<file path="config.mk">
export PLATFORM = sky130hd
export DESIGN_NAME = register_bank
export DESIGN_NICKNAME = d
export VERILOG_FILES = /design/src/rtl/register_bank_pkg.sv /design/src/rtl/register_bank_alu.sv /design/src/rtl/register_bank.sv
export SDC_FILE = /design/constraint.sdc
export NUM_CORES = 1
export LEC_CHECK = 0
export ABC_AREA = 1
export CAP_MARGIN = 20
export CORE_MARGIN = 4
export CORE_UTILIZATION = 61
export DETAILED_ROUTE_END_ITERATION = 8
export GPL_TIMING_DRIVEN = 0
export PLACE_DENSITY = 0.89
export SLEW_MARGIN = 40
export SYNTH_ARGS = -nofsm -noshare
export SYNTH_HDL_FRONTEND = slang
export SYNTH_HIERARCHICAL = 1
export SYNTH_SLANG_ARGS = --single-unit
</file>
<file path="constraint.sdc">
create_clock -name clk -period 3.7 [get_ports clk]
set_input_delay 0.74 -clock clk [delete_from_list [all_inputs] [get_ports clk]]
set_output_delay 0.74 -clock clk [all_outputs]
set_load 0.005 [all_outputs]
</file>
<file path="src/rtl/register_bank_pkg.sv">
// Shared types for the register bank: operation encoding and its width.
package register_bank_pkg;

  localparam int OP_W = 3;

  typedef enum logic [OP_W-1:0] {
    OP_NOP  = 3'd0,
    OP_LOAD = 3'd1,
    OP_INC  = 3'd2,
    OP_DEC  = 3'd3,
    OP_SHL  = 3'd4,
    OP_SHR  = 3'd5,
    OP_ROTL = 3'd6,
    OP_CLR  = 3'd7
  } op_e;

endpackage

</file>
<file path="src/rtl/register_bank_alu.sv">
// Combinational modify unit: computes the next register value, carry-out and
// write enable for one write-port operation.
module register_bank_alu
  import register_bank_pkg::*;
#(
  parameter int WIDTH = 8
) (
  input  op_e              op_i,
  input  logic [WIDTH-1:0] cur_i,
  input  logic [WIDTH-1:0] wdata_i,
  output logic [WIDTH-1:0] nxt_o,
  output logic             carry_o,
  output logic             we_o
);

  always_comb begin
    nxt_o   = cur_i;
    carry_o = 1'b0;
    we_o    = 1'b1;
    case (op_i)
      OP_NOP: we_o = 1'b0;
      OP_LOAD: nxt_o = wdata_i;
      OP_INC: {carry_o, nxt_o} = {1'b0, cur_i} + (WIDTH+1)'(1);
      OP_DEC: begin
        // Borrow out of the bottom: only a zero operand underflows.
        nxt_o   = cur_i - WIDTH'(1);
        carry_o = (cur_i == '0);
      end
      OP_SHL: begin
        nxt_o   = {cur_i[WIDTH-2:0], 1'b0};
        carry_o = cur_i[WIDTH-1];
      end
      OP_SHR: begin
        nxt_o   = {1'b0, cur_i[WIDTH-1:1]};
        carry_o = cur_i[0];
      end
      OP_ROTL: begin
        nxt_o   = {cur_i[WIDTH-2:0], cur_i[WIDTH-1]};
        carry_o = cur_i[WIDTH-1];
      end
      OP_CLR: nxt_o = '0;
      default: we_o = 1'b0;
    endcase
  end

endmodule

</file>
<file path="src/rtl/register_bank.sv">
// General-purpose register file: DEPTH x WIDTH registers, one write/modify
// port, two combinational read ports, zero/carry flags.
// Optional write-through read bypass: define REGISTER_BANK_BYPASS_EN.
module register_bank
  import register_bank_pkg::*;
#(
  parameter  int WIDTH = 8,
  parameter  int DEPTH = 4,
  localparam int AW    = $clog2(DEPTH)
) (
  input  logic             clk,
  input  logic             rst,
  input  logic [OP_W-1:0]  op,
  input  logic [AW-1:0]    waddr,
  input  logic [WIDTH-1:0] wdata,
  input  logic [AW-1:0]    raddr_a,
  input  logic [AW-1:0]    raddr_b,
  output logic [WIDTH-1:0] rdata_a,
  output logic [WIDTH-1:0] rdata_b,
  output logic             zero_flag,
  output logic             carry_flag
);

  // DEPTH need not be a power of two, so addresses are range-checked.
  localparam logic [AW:0] DEPTH_C = (AW+1)'(DEPTH);

  logic [WIDTH-1:0] regs_q [DEPTH];
  logic [WIDTH-1:0] regs_d [DEPTH];
  logic             zero_q, zero_d;
  logic             carry_q, carry_d;

  logic             waddr_ok;
  logic             raddr_a_ok;
  logic             raddr_b_ok;
  logic [WIDTH-1:0] cur_val;
  logic [WIDTH-1:0] alu_nxt;
  logic             alu_carry;
  logic             alu_we;
  logic             exec;

  assign waddr_ok   = ({1'b0, waddr}   < DEPTH_C);
  assign raddr_a_ok = ({1'b0, raddr_a} < DEPTH_C);
  assign raddr_b_ok = ({1'b0, raddr_b} < DEPTH_C);
  assign cur_val    = waddr_ok ? regs_q[waddr] : '0;
  assign exec       = waddr_ok && alu_we;

  register_bank_alu #(.WIDTH(WIDTH)) u_alu (
    .op_i    (op_e'(op)),
    .cur_i   (cur_val),
    .wdata_i (wdata),
    .nxt_o   (alu_nxt),
    .carry_o (alu_carry),
    .we_o    (alu_we)
  );

  always_comb begin
    regs_d  = regs_q;
    zero_d  = zero_q;
    carry_d = carry_q;
    if (exec) begin
      regs_d[waddr] = alu_nxt;
      zero_d        = (alu_nxt == '0);
      carry_d       = alu_carry;
    end
  end

  always_ff @(posedge clk or negedge rst) begin
    if (!rst) begin
      for (int i = 0; i < DEPTH; i++) regs_q[i] <= '0;
      zero_q  <= 1'b0;
      carry_q <= 1'b0;
    end else begin
      regs_q  <= regs_d;
      zero_q  <= zero_d;
      carry_q <= carry_d;
    end
  end

  always_comb begin
    rdata_a = '0;
    if (raddr_a_ok) rdata_a = regs_q[raddr_a];
`ifdef REGISTER_BANK_BYPASS_EN
    if (exec && (raddr_a == waddr)) rdata_a = alu_nxt;
`endif
  end

  always_comb begin
    rdata_b = '0;
    if (raddr_b_ok) rdata_b = regs_q[raddr_b];
`ifdef REGISTER_BANK_BYPASS_EN
    if (exec && (raddr_b == waddr)) rdata_b = alu_nxt;
`endif
  end

  assign zero_flag  = zero_q;
  assign carry_flag = carry_q;

endmodule

</file>
After elaboration in Yosys (flattened, before gate mapping) --
Index checks and enable logic that the tools add are counted. Widths: inputs -> output; s select.
Storage, ports and cells: input bits 19, output and inout bits 18, memory bits (read-only) 0, register bits 34, bits in latches 0, memories kept 0, word-level logic and storage cells 41, RAM bits 0
Operators by class: multipliers 0, equal/unequal tests 7, shifts and indexed selects 0, bitwise logic cells 3, multiplexer cells 14, order comparisons 4, divide/modulo/power cells 0, reduce and logical (&&, ||, !) cells 5, add/subtract/negate cells 2
Operator list (number):
- $mux 8 | 7
- $pmux 8 s7 | 1
- $bmux 8 s2 | 3
- $bwmux 32 | 1
- $demux 8 s2 | 1
- $logic_not 8->1 | 2
- $eq 3x3->1 const B | 4
- $add 8x1->9 const B | 1
- $ge 3x3->1 const B | 3
- $not 2->3 | 3
- $sub 8x1->8 const B | 1
- $eq 3x2->1 const B | 2
- $pmux 1 s4 | 1
- $eq 3x1->1 const B | 1
- $logic_not 3->1 | 1
- $lt 3x1->1 const B | 1
- $reduce_or 2->1 | 1
- $logic_and 1x1->1 | 1

Longest topological paths before layout --
Gate-level depths: netlist (run 1).
depth in word-level cells 7, depth in mapped cells 19, gate-level depth less buffers 18

Cells and area by module --
Netlist (run 1), hierarchy kept.
Modules (own cells, without submodules):
- register_bank | instances 1, sequential area each 850.8 µm², area an instance 2200.9 µm², cells an instance 317
- register_bank_alu | instances 1, sequential area each 0.0 µm², area an instance 706.9 µm², cells an instance 149

Worst setup path before layout (run 1) --
OpenSTA, ideal clock, no wires.
kind in2reg, start in waddr[0], end reg zero_q, in the netlist zero_flag, path slack 1076 ps, cell stages on the path 16, data arrival time 2507 ps, setup time 116 ps, path buffers 2, data required time 3584 ps, cell sequence buf_6 -> buf_2 -> o21ai_0 -> nand2_1 -> nand3_1 -> inv_2 -> ha_1 -> or2_2 -> a21oi_1 -> nor2_1 -> nand4_1 -> inv_1 -> nand2_1 -> nor2_1 -> nand2_1 -> nand2_1
On the way: longest elaborated chain between the ends 7, elaborated cells on any way between the ends 8, classes of those cells add/sub: 2; mux: 4; bitwise: 1; reduce/logical: 1
RTL lines:
- start: declaration | line register_bank.sv:14 | input logic [AW-1:0] waddr,
- $not 2->3 (not written as such) * | line register_bank.sv:44 | assign cur_val = waddr_ok ? regs_q[waddr] : '0;
- $bmux 8 s2 * | line register_bank.sv:44
- $mux 8 (not written as such) * (2 in series) | line register_bank.sv:44
- via cur_val[0] | line register_bank.sv:35 | logic [WIDTH-1:0] cur_val;
- $sub 8x1->8 / $add 8x1->9 (equally long branches) | line register_bank_alu.sv:26, register_bank_alu.sv:23
- $pmux 8 s7 * | line register_bank_alu.sv:20 | case (op_i)
- via alu_nxt[2] | line register_bank.sv:36 | logic [WIDTH-1:0] alu_nxt;
- $logic_not 8->1 * | line register_bank.sv:62 | zero_d = (alu_nxt == '0);
- end signal: assignment | line register_bank.sv:74 | zero_q <= zero_d;
- end: declaration | line register_bank.sv:29 | logic zero_q, zero_d;
Mark *: on every way through the listed nets, which the timed path passes. The rest lies on a longest branch. The select of a mux whose other input is x is not followed. A chain may end at the register's enable or synchronous reset.

Worst setup path after layout (run 1) --
Same ends and word-level chain as after synthesis.

==> impl_metrics.sql, run 1 <==
INSERT INTO impl_metrics (metric_group, metric, value, unit) VALUES
('pwr', 'power_density_over_the_cells', '454', 'mW/mm2'),
('worst_setup_path', 'timing.critical_path.from', 'waddr[0]', ''),
('sta', 'relSlewSlack', '0.661', ''),
('worst_setup_path', 'cp_data_required_time', '3.93', 'ns'),
('routing', 'remaining_number_of_nets_flagged_by_the_antenna_check_after_routing', '0', ''),
('die', 'start_util', '0.650', ''),
('die', 'design.die.area', '0.00594', 'mm2'),
('yosys', 'postSynthRegisterBits', '34', ''),
('worst_setup_path', 'worst_setup_path_endpoint', 'zero_flag', ''),
('final_layout', 'area_growth', '19.3', '%'),
('yosys', 'synth.cell_area', '0.00291', 'mm2'),
('clock_tree', 'post-cts-setup-buffers', '0', ''),
('routing', 'routed_wirelength', '8830', 'um'),
('yosys', 'ys_seq_area_frac', '0.293', ''),
('placement', 'dp.cells', '554', ''),
('worst_setup_path', 'rr_startpoint', 'regs_q[25]', ''),
('final_layout', 'post_route_cells_drive_above_1_share', '0.133', ''),
('placement', 'place.gp.congestion', '1.01', ''),
('yosys', 'yosys_warnings', '6', ''),
('sta', 'setup_ws', '0.155', 'ns'),
('grt', 'first_global_vias', '3160', ''),
('min_path', 'hold_crit_path_type', 'in -> async', ''),
('yosys', 'netlist-cell-type-count', '27', ''),
('grt', 'grt_overflow', '0', ''),
('grt', 'first_pass_grt_wire_length', '14800', 'um'),
('clock_tree', 'worst_path_clk_slew', '0.07', 'ns'),
('grt', 'antenna_found_initial', '0', ''),
('placement', 'dpl_worst_slack', '-0.113', 'ns'),
('worst_setup_path', 'worst_setup_path_start_kind', 'primary input', ''),
('yosys', 'syn_area_per_cell', '6.24', 'um2'),
('die', 'design.portCount', '37', ''),
('grt', 'grt_use_total', '0.310', ''),
('clock_tree', 'cts-root-to-sink-buffers', '2', ''),
('sta', 'finalCritPeriodShare', '0.958', ''),
('sta', 'tightest_slew', '0.509', 'ns'),
('routing', 'drc', '0', ''),
('worst_setup_path', 'r2r_end', 'zero_flag', ''),
('clock_tree', 'cts_made_buffers', '5', ''),
('sta', 'setup_viol_count_final', '0', ''),
('flow_run', 'drv_cap', '0', ''),
('die', 'die-height', '77.0', 'um'),
('die', 'fp.dieW', '77.0', 'um'),
('final_layout', 'n_fill_cell', '356', ''),
('worst_setup_path', 'worstSetupEndpointType', 'flip-flop', ''),
('placement', 'port-buffer-count', '35', ''),
('worst_setup_path', 'worstSetupPathType', 'in -> reg', ''),
('pwr', 'irDropWorstVdd', '381', 'uV'),
('sta', 'final-max-slew-violation-count', '0', ''),
('worst_setup_path', 'worst-r2r-cell-count', '17', ''),
('pwr', 'total_leakage_power', '1.66', 'nW'),
('pwr', 'totalPowerFinal', '1.57', 'mW'),
('final_layout', 'final_common_cell', 'sky130_fd_sc_hd__nand2_1', ''),
('clock_tree', 'clock_sinks', '34', ''),
('routing', 'num_vias', '3401', ''),
('clock_tree', 'post_cts_resized', '0', ''),
('clock_tree', 'cts.hold.buffers_added', '0', ''),
('sta', 'finalHoldViolations', '0', ''),
('grt', 'maximum_number_of_pins_on_one_net_before_global_route_repair', '20', ''),
('clock_tree', 'cts-htree-levels', '2', ''),
('worst_setup_path', 'timing.critical_path.fanout_max', '10', ''),
('sta', 'finalCriticalPeriod', '3.54', 'ns'),
('yosys', 'syn_nets', '488', ''),
('die', 'rows', '24', ''),
('routing', 'avgRoutedWirePerCell', '15.7', 'um'),
('placement', 'detailed_place_hpwl', '6890', 'um'),
('sta', 'worst_clock_skew', '0.0107', 'ns'),
('sta', 'clock.fmax', '0.282', 'GHz'),
('clock_tree', 'worst_skew_pair.late_latency', '0.30', 'ns'),
('clock_tree', 'cts_root_buffer', 'sky130_fd_sc_hd__clkbuf_8', ''),
('routing', 'drt-vias-per-instance', '6.05', ''),
('final_layout', 'most-common-layout-cells', 'sky130_fd_sc_hd__nand2_1, sky130_fd_sc_hd__inv_1, sky130_fd_sc_hd__o21ai_0, sky130_fd_sc_hd__dfrtp_1, sky130_fd_sc_hd__clkdlybuf4s50_1', ''),
('routing', 'drt_first_pass_iters', '5', ''),
('yosys', 'synthesis.instances', '466', ''),
('final_layout', 'num_antenna_cells', '0', ''),
('routing', 'drtIter0Drc', '442', ''),
('worst_setup_path', 'timing.critical_path.arrival', '3.77', 'ns'),
('worst_setup_path', 'reg2reg_slack', '1.14', 'ns'),
('status', 'status', 'finished, final reports clean', ''),
('sta', 'rsz0062_at_grt', 'false', ''),
('clock_tree', 'clock_tree_from_tritoncts', 'yes', ''),
('die', 'placeable_area', '0.00447', 'mm2'),
('final_layout', 'final-instance-count-excl-fill', '562', ''),
('final_layout', 'nets', '531', '');
-- power breakdown --
part           switching (mW)  total [mW]  internal (mW)
clock                   0.137       0.324          0.188
combinational           0.444       0.717          0.273
sequential             0.0766       0.532          0.456
total                   0.657        1.57          0.917
-- metrics by stage --
step / TNS, ns / utilization / instance area (um2) / hold slack (ns)
6_report: 0 / 0.775 / 3470 / 0.363
3_5_place_dp: -0.113 / 0.748 / 3350 / 0.465
2_1_floorplan: 0 / - / 2910 / 0.444
3_3_place_gp: -0.0885 / 0.743 / 3320 / 0.467
4_1_cts: 0 / 0.772 / 3460 / 0.369
5_1_grt: 0 / 0.775 / 3470 / 0.394
-- worst min-delay path by stage --
stage | slack, ns | start | end | depth (start not counted)
6_report | 0.36 | rst | regs_q[13] | 1
5_1_grt | 0.39 | rst | regs_q[1] | 1
4_1_cts | 0.37 | rst | regs_q[14] | 1
3_5_place_dp | 0.46 | carry_flag | carry_flag | 2
2_1_floorplan | 0.44 | rst | carry_flag | 0
3_3_place_gp | 0.47 | carry_flag | carry_flag | 2
-- critical path: stages --
cell	delay, ns
sky130_fd_sc_hd__clkdlybuf4s50_1	0.53
sky130_fd_sc_hd__buf_6	0.21
sky130_fd_sc_hd__buf_2	0.18
sky130_fd_sc_hd__o21ai_0	0.26
sky130_fd_sc_hd__nand2_1	0.10
sky130_fd_sc_hd__nand3_2	0.16
sky130_fd_sc_hd__ha_1	0.19
sky130_fd_sc_hd__nand2_1	0.12
sky130_fd_sc_hd__nor2_1	0.25
sky130_fd_sc_hd__nand3_1	0.16
sky130_fd_sc_hd__nand3_1	0.11
sky130_fd_sc_hd__nand3_1	0.08
sky130_fd_sc_hd__nand2_1	0.07
sky130_fd_sc_hd__inv_1	0.03
sky130_fd_sc_hd__inv_1	0.23
sky130_fd_sc_hd__nand2_1	0.12
sky130_fd_sc_hd__nor2_1	0.10
sky130_fd_sc_hd__nand2_1	0.07
sky130_fd_sc_hd__nand2_1	0.06
-- per-layer routing --
layer  track usage  vias up  wire length (um)
li1              -     1600                 -
met1         0.429     1557              3740
met2         0.449      215              3760
met3        0.0855       29              1030
met4         0.148        0               303
met5             0        -                 0
-- final cells by class --
cell class,count,area [um2],share of cell area
repair buffers,36,373,0.108
plain buffers,16,97.6,0.0281
clock buffers,8,110,0.0317
inverters,55,210,0.0606
multi-input cells,361,1760,0.508
flip-flops and latches,34,851,0.245
well taps,52,65.1,0.0188
-- cell usage after synthesis --
master | number | share of area
sky130_fd_sc_hd__a21oi_1 | 13 | 0.022
sky130_fd_sc_hd__buf_2 | 3 | 0.0052
sky130_fd_sc_hd__buf_4 | 1 | 0.0026
sky130_fd_sc_hd__buf_6 | 4 | 0.015
sky130_fd_sc_hd__clkbuf_1 | 8 | 0.010
sky130_fd_sc_hd__clkinv_2 | 1 | 0.0017
sky130_fd_sc_hd__dfrtp_1 | 34 | 0.29
sky130_fd_sc_hd__ha_1 | 3 | 0.013
sky130_fd_sc_hd__inv_1 | 46 | 0.059
sky130_fd_sc_hd__inv_2 | 8 | 0.010
sky130_fd_sc_hd__nand2_1 | 172 | 0.22
sky130_fd_sc_hd__nand2_2 | 6 | 0.013
sky130_fd_sc_hd__nand2_4 | 3 | 0.012
sky130_fd_sc_hd__nand3_1 | 34 | 0.059
sky130_fd_sc_hd__nand4_1 | 10 | 0.022
sky130_fd_sc_hd__nor2_1 | 26 | 0.034
sky130_fd_sc_hd__nor2_2 | 3 | 0.0065
sky130_fd_sc_hd__nor2_4 | 1 | 0.0039
sky130_fd_sc_hd__nor2_8 | 1 | 0.0069
sky130_fd_sc_hd__nor3b_1 | 1 | 0.0026
sky130_fd_sc_hd__o2111ai_1 | 1 | 0.0030
sky130_fd_sc_hd__o211ai_1 | 1 | 0.0026
sky130_fd_sc_hd__o21ai_0 | 43 | 0.074
sky130_fd_sc_hd__o21ai_1 | 13 | 0.022
sky130_fd_sc_hd__o21ai_2 | 24 | 0.072
sky130_fd_sc_hd__o22ai_1 | 5 | 0.011
sky130_fd_sc_hd__or2_2 | 1 | 0.0022
-- registers in the layout, indices dropped and copies added (netlist names) --
name        count
carry_flag      1
regs_q         32
zero_flag       1
-- kinds of logic (layout without fill, tap and decap cells) --
| kind of cell | count (synthesis) | count (layout) | share of synthesized area |
|---|---|---|---|
| AND/OR/NAND/NOR | 258 | 258 | 0.382 |
| AO/OA/AOI/OAI | 100 | 100 | 0.207 |
| buffers and inverters | 71 | 115 | 0.105 |
| flip-flops | 34 | 34 | 0.293 |
| adder cells (fa/ha/maj) | 3 | 3 | 0.0129 |
Note: power is estimated with default switching activity, not from simulation.
==> inputs of run 2 (changes only) <==
SKIP_LAST_GASP = 1   (was not set)
==> results of run 2 <==
Same layout as run 1: the final DEF is identical, and so are final timing and power.
